`config.mk`:
```
export PLATFORM = sky130hd
export DESIGN_NAME = slc3_mem_arbiter
export DESIGN_NICKNAME = d
export VERILOG_FILES = /design/src/rtl/slc3_mem_pkg.sv /design/src/rtl/rr_arb2.sv /design/src/rtl/slc3_mem_arbiter.sv
export SDC_FILE = /design/constraint.sdc
export NUM_CORES = 1
export LEC_CHECK = 0
export CAP_MARGIN = 20
export CORE_ASPECT_RATIO = 1.25
export CORE_MARGIN = 2
export CORE_UTILIZATION = 30
export CTS_CLUSTER_SIZE = 20
export DETAILED_ROUTE_END_ITERATION = 12
export GPL_TIMING_DRIVEN = 1
export SYNTH_ARGS = -nofsm -noshare
export SYNTH_HDL_FRONTEND = slang
export SYNTH_HIERARCHICAL = 1
export SYNTH_SLANG_ARGS = --single-unit
```
`constraint.sdc`:
```
create_clock -name Clk -period 2.5 [get_ports Clk]
set_clock_uncertainty 0.05 [all_clocks]
set_input_delay 0.625 -clock Clk [delete_from_list [all_inputs] [get_ports Clk]]
set_output_delay 0.625 -clock Clk [all_outputs]
set_load 0.02 [all_outputs]
```
`src/rtl/slc3_mem_pkg.sv`:
```
// slc3_mem_pkg: shared widths, FSM state and grant encodings for the SLC-3 memory arbiter
package slc3_mem_pkg;
   localparam int DEF_ADDR_W = 16;
   localparam int DEF_DATA_W = 16;
   typedef enum logic [1:0] {IDLE, ACCESS, WAIT, DONE} state_t;
   typedef enum logic {GNT_CPU, GNT_LDR} grant_t;
endpackage

```
`src/rtl/rr_arb2.sv`:
```
// rr_arb2: two-way round-robin pick between CPU and loader
// Ports: cpu_req, ldr_req (requests), last_grant (previous winner) -> grant (winner; don't-care when idle)
module rr_arb2
   import slc3_mem_pkg::*;
(
   input  logic   cpu_req,
   input  logic   ldr_req,
   input  grant_t last_grant,
   output grant_t grant
);
   // On a tie the requester that did not win last time is picked.
   assign grant = (cpu_req && (!ldr_req || last_grant == GNT_LDR)) ? GNT_CPU : GNT_LDR;
endmodule

```
`src/rtl/slc3_mem_arbiter.sv`:
```
// slc3_mem_arbiter: shares one synchronous memory between the CPU port and the loader port
// Ports: Clk/Reset_n; cpu_* and ldr_* request/ack/data ports; mem_* memory primitive port; busy when not IDLE
module slc3_mem_arbiter
   import slc3_mem_pkg::*;
#(
   parameter int ADDR_W  = DEF_ADDR_W,
   parameter int DATA_W  = DEF_DATA_W,
   parameter int RD_WAIT = 2
)(
   input  logic              Clk,
   input  logic              Reset_n,
   input  logic              cpu_req,
   input  logic              cpu_we,
   input  logic [ADDR_W-1:0] cpu_addr,
   input  logic [DATA_W-1:0] cpu_wdata,
   output logic [DATA_W-1:0] cpu_rdata,
   output logic              cpu_ack,
   input  logic              ldr_req,
   input  logic              ldr_we,
   input  logic [ADDR_W-1:0] ldr_addr,
   input  logic [DATA_W-1:0] ldr_wdata,
   output logic [DATA_W-1:0] ldr_rdata,
   output logic              ldr_ack,
   output logic              mem_en,
   output logic              mem_we,
   output logic [ADDR_W-1:0] mem_addr,
   output logic [DATA_W-1:0] mem_wdata,
   input  logic [DATA_W-1:0] mem_rdata,
   output logic              busy
);
   state_t            state, state_nx;
   grant_t            last_grant, gnt, pick;
   logic              we_q, start, last_cyc;
   logic [ADDR_W-1:0] addr_q;
   logic [DATA_W-1:0] wdata_q;
   logic [2:0]        cnt;

   rr_arb2 u_arb (
      .cpu_req    (cpu_req),
      .ldr_req    (ldr_req),
      .last_grant (last_grant),
      .grant      (pick)
   );

   assign start = state == IDLE && (cpu_req || ldr_req);
   // Final memory cycle: ACCESS for writes (or single-cycle reads), else the last WAIT cycle.
   assign last_cyc = (state == ACCESS && (we_q || RD_WAIT == 1)) ||
                     (state == WAIT && cnt == 3'(RD_WAIT - 1));

   always_ff @(posedge Clk or negedge Reset_n)
      if (!Reset_n) state <= IDLE;
      else          state <= state_nx;

   always_comb begin
      state_nx  = state;
      mem_en    = 1'b0;
      mem_we    = 1'b0;
      cpu_ack   = 1'b0;
      ldr_ack   = 1'b0;
      busy      = state != IDLE;
      mem_addr  = addr_q;
      mem_wdata = wdata_q;
      if (start) state_nx = ACCESS;
      if (state == ACCESS || state == WAIT) begin
         state_nx = last_cyc ? DONE : WAIT;
         mem_en   = 1'b1;
         mem_we   = state == ACCESS && we_q;
      end
      if (state == DONE) begin
         state_nx = IDLE;
         cpu_ack  = gnt == GNT_CPU;
         ldr_ack  = gnt == GNT_LDR;
      end
   end

   always_ff @(posedge Clk or negedge Reset_n)
      if (!Reset_n) begin
         last_grant <= GNT_LDR;
         gnt        <= GNT_CPU;
         we_q       <= 1'b0;
         addr_q     <= '0;
         wdata_q    <= '0;
         cnt        <= 3'd1;
         cpu_rdata  <= '0;
         ldr_rdata  <= '0;
      end else begin
         if (start) begin
            gnt        <= pick;
            last_grant <= pick;
            we_q       <= pick == GNT_CPU ? cpu_we    : ldr_we;
            addr_q     <= pick == GNT_CPU ? cpu_addr  : ldr_addr;
            wdata_q    <= pick == GNT_CPU ? cpu_wdata : ldr_wdata;
         end
         // Counts WAIT cycles; primed to 1 whenever WAIT is entered.
         cnt <= state == WAIT ? cnt + 3'd1 : 3'd1;
         if (last_cyc && !we_q && gnt == GNT_CPU) cpu_rdata <= mem_rdata;
         if (last_cyc && !we_q && gnt == GNT_LDR) ldr_rdata <= mem_rdata;
      end
endmodule

```
==> results.md <==
- Yosys cell types: 27
- Residual DRC: 0
- Starting Density: 0.310
- Area contributors post-synth: dfrtp_1 56%, mux2i_1 10%, mux2_2 7.9%
- Worst EP arrival: roughly 1.7 ns
- Final hold vios: 0
- Mapped Area: ~3100 um^2
- Reg2reg path depth: 6
- XOR/XNOR Fraction of Synth Area: 0.00278
- Initial antenna violation count: 0
- Worst flop-to-flop path startpoint: state[0]
- RSZ-0062 raised after global routing: no
- Switch Pwr: 2.23 mW
- MaxCap Viol Count: 0
- Yosys top cell area share: 0.556
- Pre-antenna DRT Iters: 4
- CTS root buffer: clkbuf_16
- Compound-Gate Fraction of Synth Area: 0.0660
- GP Congestion: between 0.7 and 0.8
- Mux share of post-synthesis cell area: 0.231
- Fill cell count: roughly 930
- R2r setup slk: 0.53 ns
- Maximum fanout along the worst path: 4
- Worst VDD drop: approximately 0.00044 V
- Minimum clock period: between 2 and 2.5 ns
- Crit-path max cell delay: roughly 0.61 ns
- Post-synth top cells: 70 x dfrtp_1, 39 x nand2_1, 33 x mux2i_1, 33 x o21ai_0, 22 x mux2_2
- Worst-path clk slew: ~0.050 ns
- Crit Path Category: reg2out
- Die area: roughly 11000 um^2
- Fmax: 423 MHz
- GRT overflow: 0
- Most frequent cell after synthesis: dfrtp_1
- Worst Hold Slack: 0.240 ns
- Worst setup SP type: flop
- Wire per inst: approximately 14 um
- Clock share of power: 0.225
- Initial DRC count: 97
- CP cell instances: ha_1 -> nor2b_1 -> clkdlybuf4s50_1
- Post-Place Cells: between 500 and 600
- Fin cells: about 540
- Critical Path RT: roughly 1.8 ns
- Core area: 10200 um^2
- Mean Syn Cell Area: between 10 and 15 um^2
- Part of the Yosys area used for sequential elements: 0.573
- Min-Delay Path Class: in2async
- Combinational share of power: 0.461
- Async S/R FF share, synth: 1.00
- Synth Area in Adders: 0.0238
- Pin count of the biggest net entering global routing: 70
- Pwr/cell area: 1270 nW/um^2
- Vias in the first global route: 2553
- Drt via density: around 4.5
- Fin crit share: 0.946
- Final setup viols: 0
- Worst Tran Pin Value: 0.573 ns
- Crit path from: state[0]
- Switching Share: 0.336
- Synth Flop Type: dfrtp_1
- Die span in x: 95.6 um
- Main combinational cell family by area after synthesis: multiplexers
- Sequential power share: 0.313
- Status: complete, no violations
- Die Y: roughly 120 um
- Io pins: approximately 160
- Port bufs: 154
- Routed vias: approximately 2400
- Synthesis-stage register bit count: between 70 and 80
- CTS sink count: between 70 and 80
- Area delta synth->final: 66.1%
- Clock buffer depth: 2
- Cell taking the most area after synthesis: dfrtp_1
- Site row count: 41
- Total Nets Final: 500
- DP HPWL: approximately 5600 um
- R2r endpoint: ldr_rdata[5]
- Slowest cell on crit path: clkdlybuf4s50_1
- Cells after Synth: 251
- EDFF count, synth: 0
- First-pass GRT wire length: 12300 um
- Final wirelength: approximately 7700 um
- Synth Net Count: around 340
- Ys Warns: 6
- Pint: around 4.4 mW
- Max_slew headroom: 0.618
- Setup TNS: 0 ns
- Simple-gate area share of the yosys netlist: 0.0700
- Number of diodes: 0
- Worst setup path endpoint: cpu_ack
- Total Routing Usage GR: 0.140
- Element type at the critical path end: output port
- CTS tree: yes
- Num CTS Buffers: 9
- Worst skew pair latency: 0.32 ns
- Static leakage: roughly 2.4 nW
- H-tree levels: 3
- DRT antenna net count: 0
- Layout cell share with drive strength beyond 1: 0.148
- Fin. max-slew vios: 0
## final cells by class
class	instances	area, um^2	share of cell area
clock buffer	11	253	0.0483
sequential	72	1800	0.345
tap	129	161	0.0309
timing repair buffer	160	1630	0.311
clock inverter	5	103	0.0196
inverter	6	22.5	0.00431
multi-input combinational	159	1260	0.241
## metrics by stage
stage	cell area [um^2]	utilization	power [mW]	worst slack (ns)
after floorplan	3150	-	3.71	0.583
after global placement	4870	0.479	5.15	0.318
after detailed placement	4870	0.479	5.21	0.275
after CTS	5220	0.514	6.75	0.0517
after global routing	5230	0.515	7.06	0.0399
final	5230	0.515	6.64	0.136
## power groups by stage
stage	registers [mW]	clock network (mW)	logic (mW)
after CTS	2.09	1.54	3.12
after detailed placement	2.10	0	3.11
after global placement	2.08	0	3.08
final	2.08	1.50	3.06
after global routing	2.16	1.60	3.30
after floorplan	2.70	0	1.01
## cells in the final DEF (no fill, tap or decap)
cell,n
nand3b_4,1
and3_1,1
nor2_1,1
buf_12,3
a221oi_1,1
or3b_1,1
mux2_2,22
mux2_4,10
and2_1,2
a21oi_1,1
nor3_2,1
ha_1,6
clkinvlp_4,1
o21ai_0,33
dlygate4sd2_1,1
nand2_1,39
clkbuf_8,2
dfstp_2,2
bufinv_16,3
xor2_1,1
clkinv_2,1
clkbuf_16,9
clkdlybuf4s50_1,150
inv_1,6
dfrtp_1,70
dlymetal6s2s_1,2
buf_4,4
o31ai_1,1
mux2i_1,33
o21ai_4,2
nor2b_1,2
o21a_1,1
## worst min path at each step
stage                       start            to
after CTS                 Reset_n  cpu_rdata[1]
after detailed placement   cnt[0]        cnt[0]
final                     Reset_n  ldr_rdata[1]
after floorplan           Reset_n        cnt[1]
after global placement     cnt[0]        cnt[0]
after global routing      Reset_n  ldr_rdata[1]
## flip-flops by register name, indices dropped and copies added, names as in the netlist
name        count
cnt             3
cpu_rdata      16
gnt             1
last_grant      1
ldr_rdata      16
mem_addr       16
mem_wdata      16
state           2
we_q            1
## metal layers
layer | up-vias | part of all wire | track usage | wire, um
li1 | 1176 | - | - | -
met1 | 1141 | 0.42 | 0.166 | 3240
met2 | 111 | 0.47 | 0.229 | 3590
met3 | 12 | 0.088 | 0.0408 | 678
met4 | 0 | 0.022 | 0.0696 | 172
met5 | - | 0 | 0 | 0
## cells by family after synthesis
logic type,after synthesis
simple gates,48
buf+inv,20
flops,72
xor+xnor,1
fa+ha+maj,6
compound gates,39
mux,65
## worst max-delay path, delay by kind of cell (launching register included)
kind	cells	cell delay, ns
buf+inv	1	0.61
flops	1	0.39
fa+ha+maj	1	0.22
simple gates	1	0.14
## what timing repair did
| action | in CTS | in global routing |
|---|---|---|
| resized for setup | 1 | 2 |
| hold buffers | 0 | 0 |
| setup buffers | 0 | 0 |
| pin swaps | 0 | 0 |
| endpoints found under the setup margin | 1 | 2 |
Note: power is estimated with default switching activity, not from simulation.
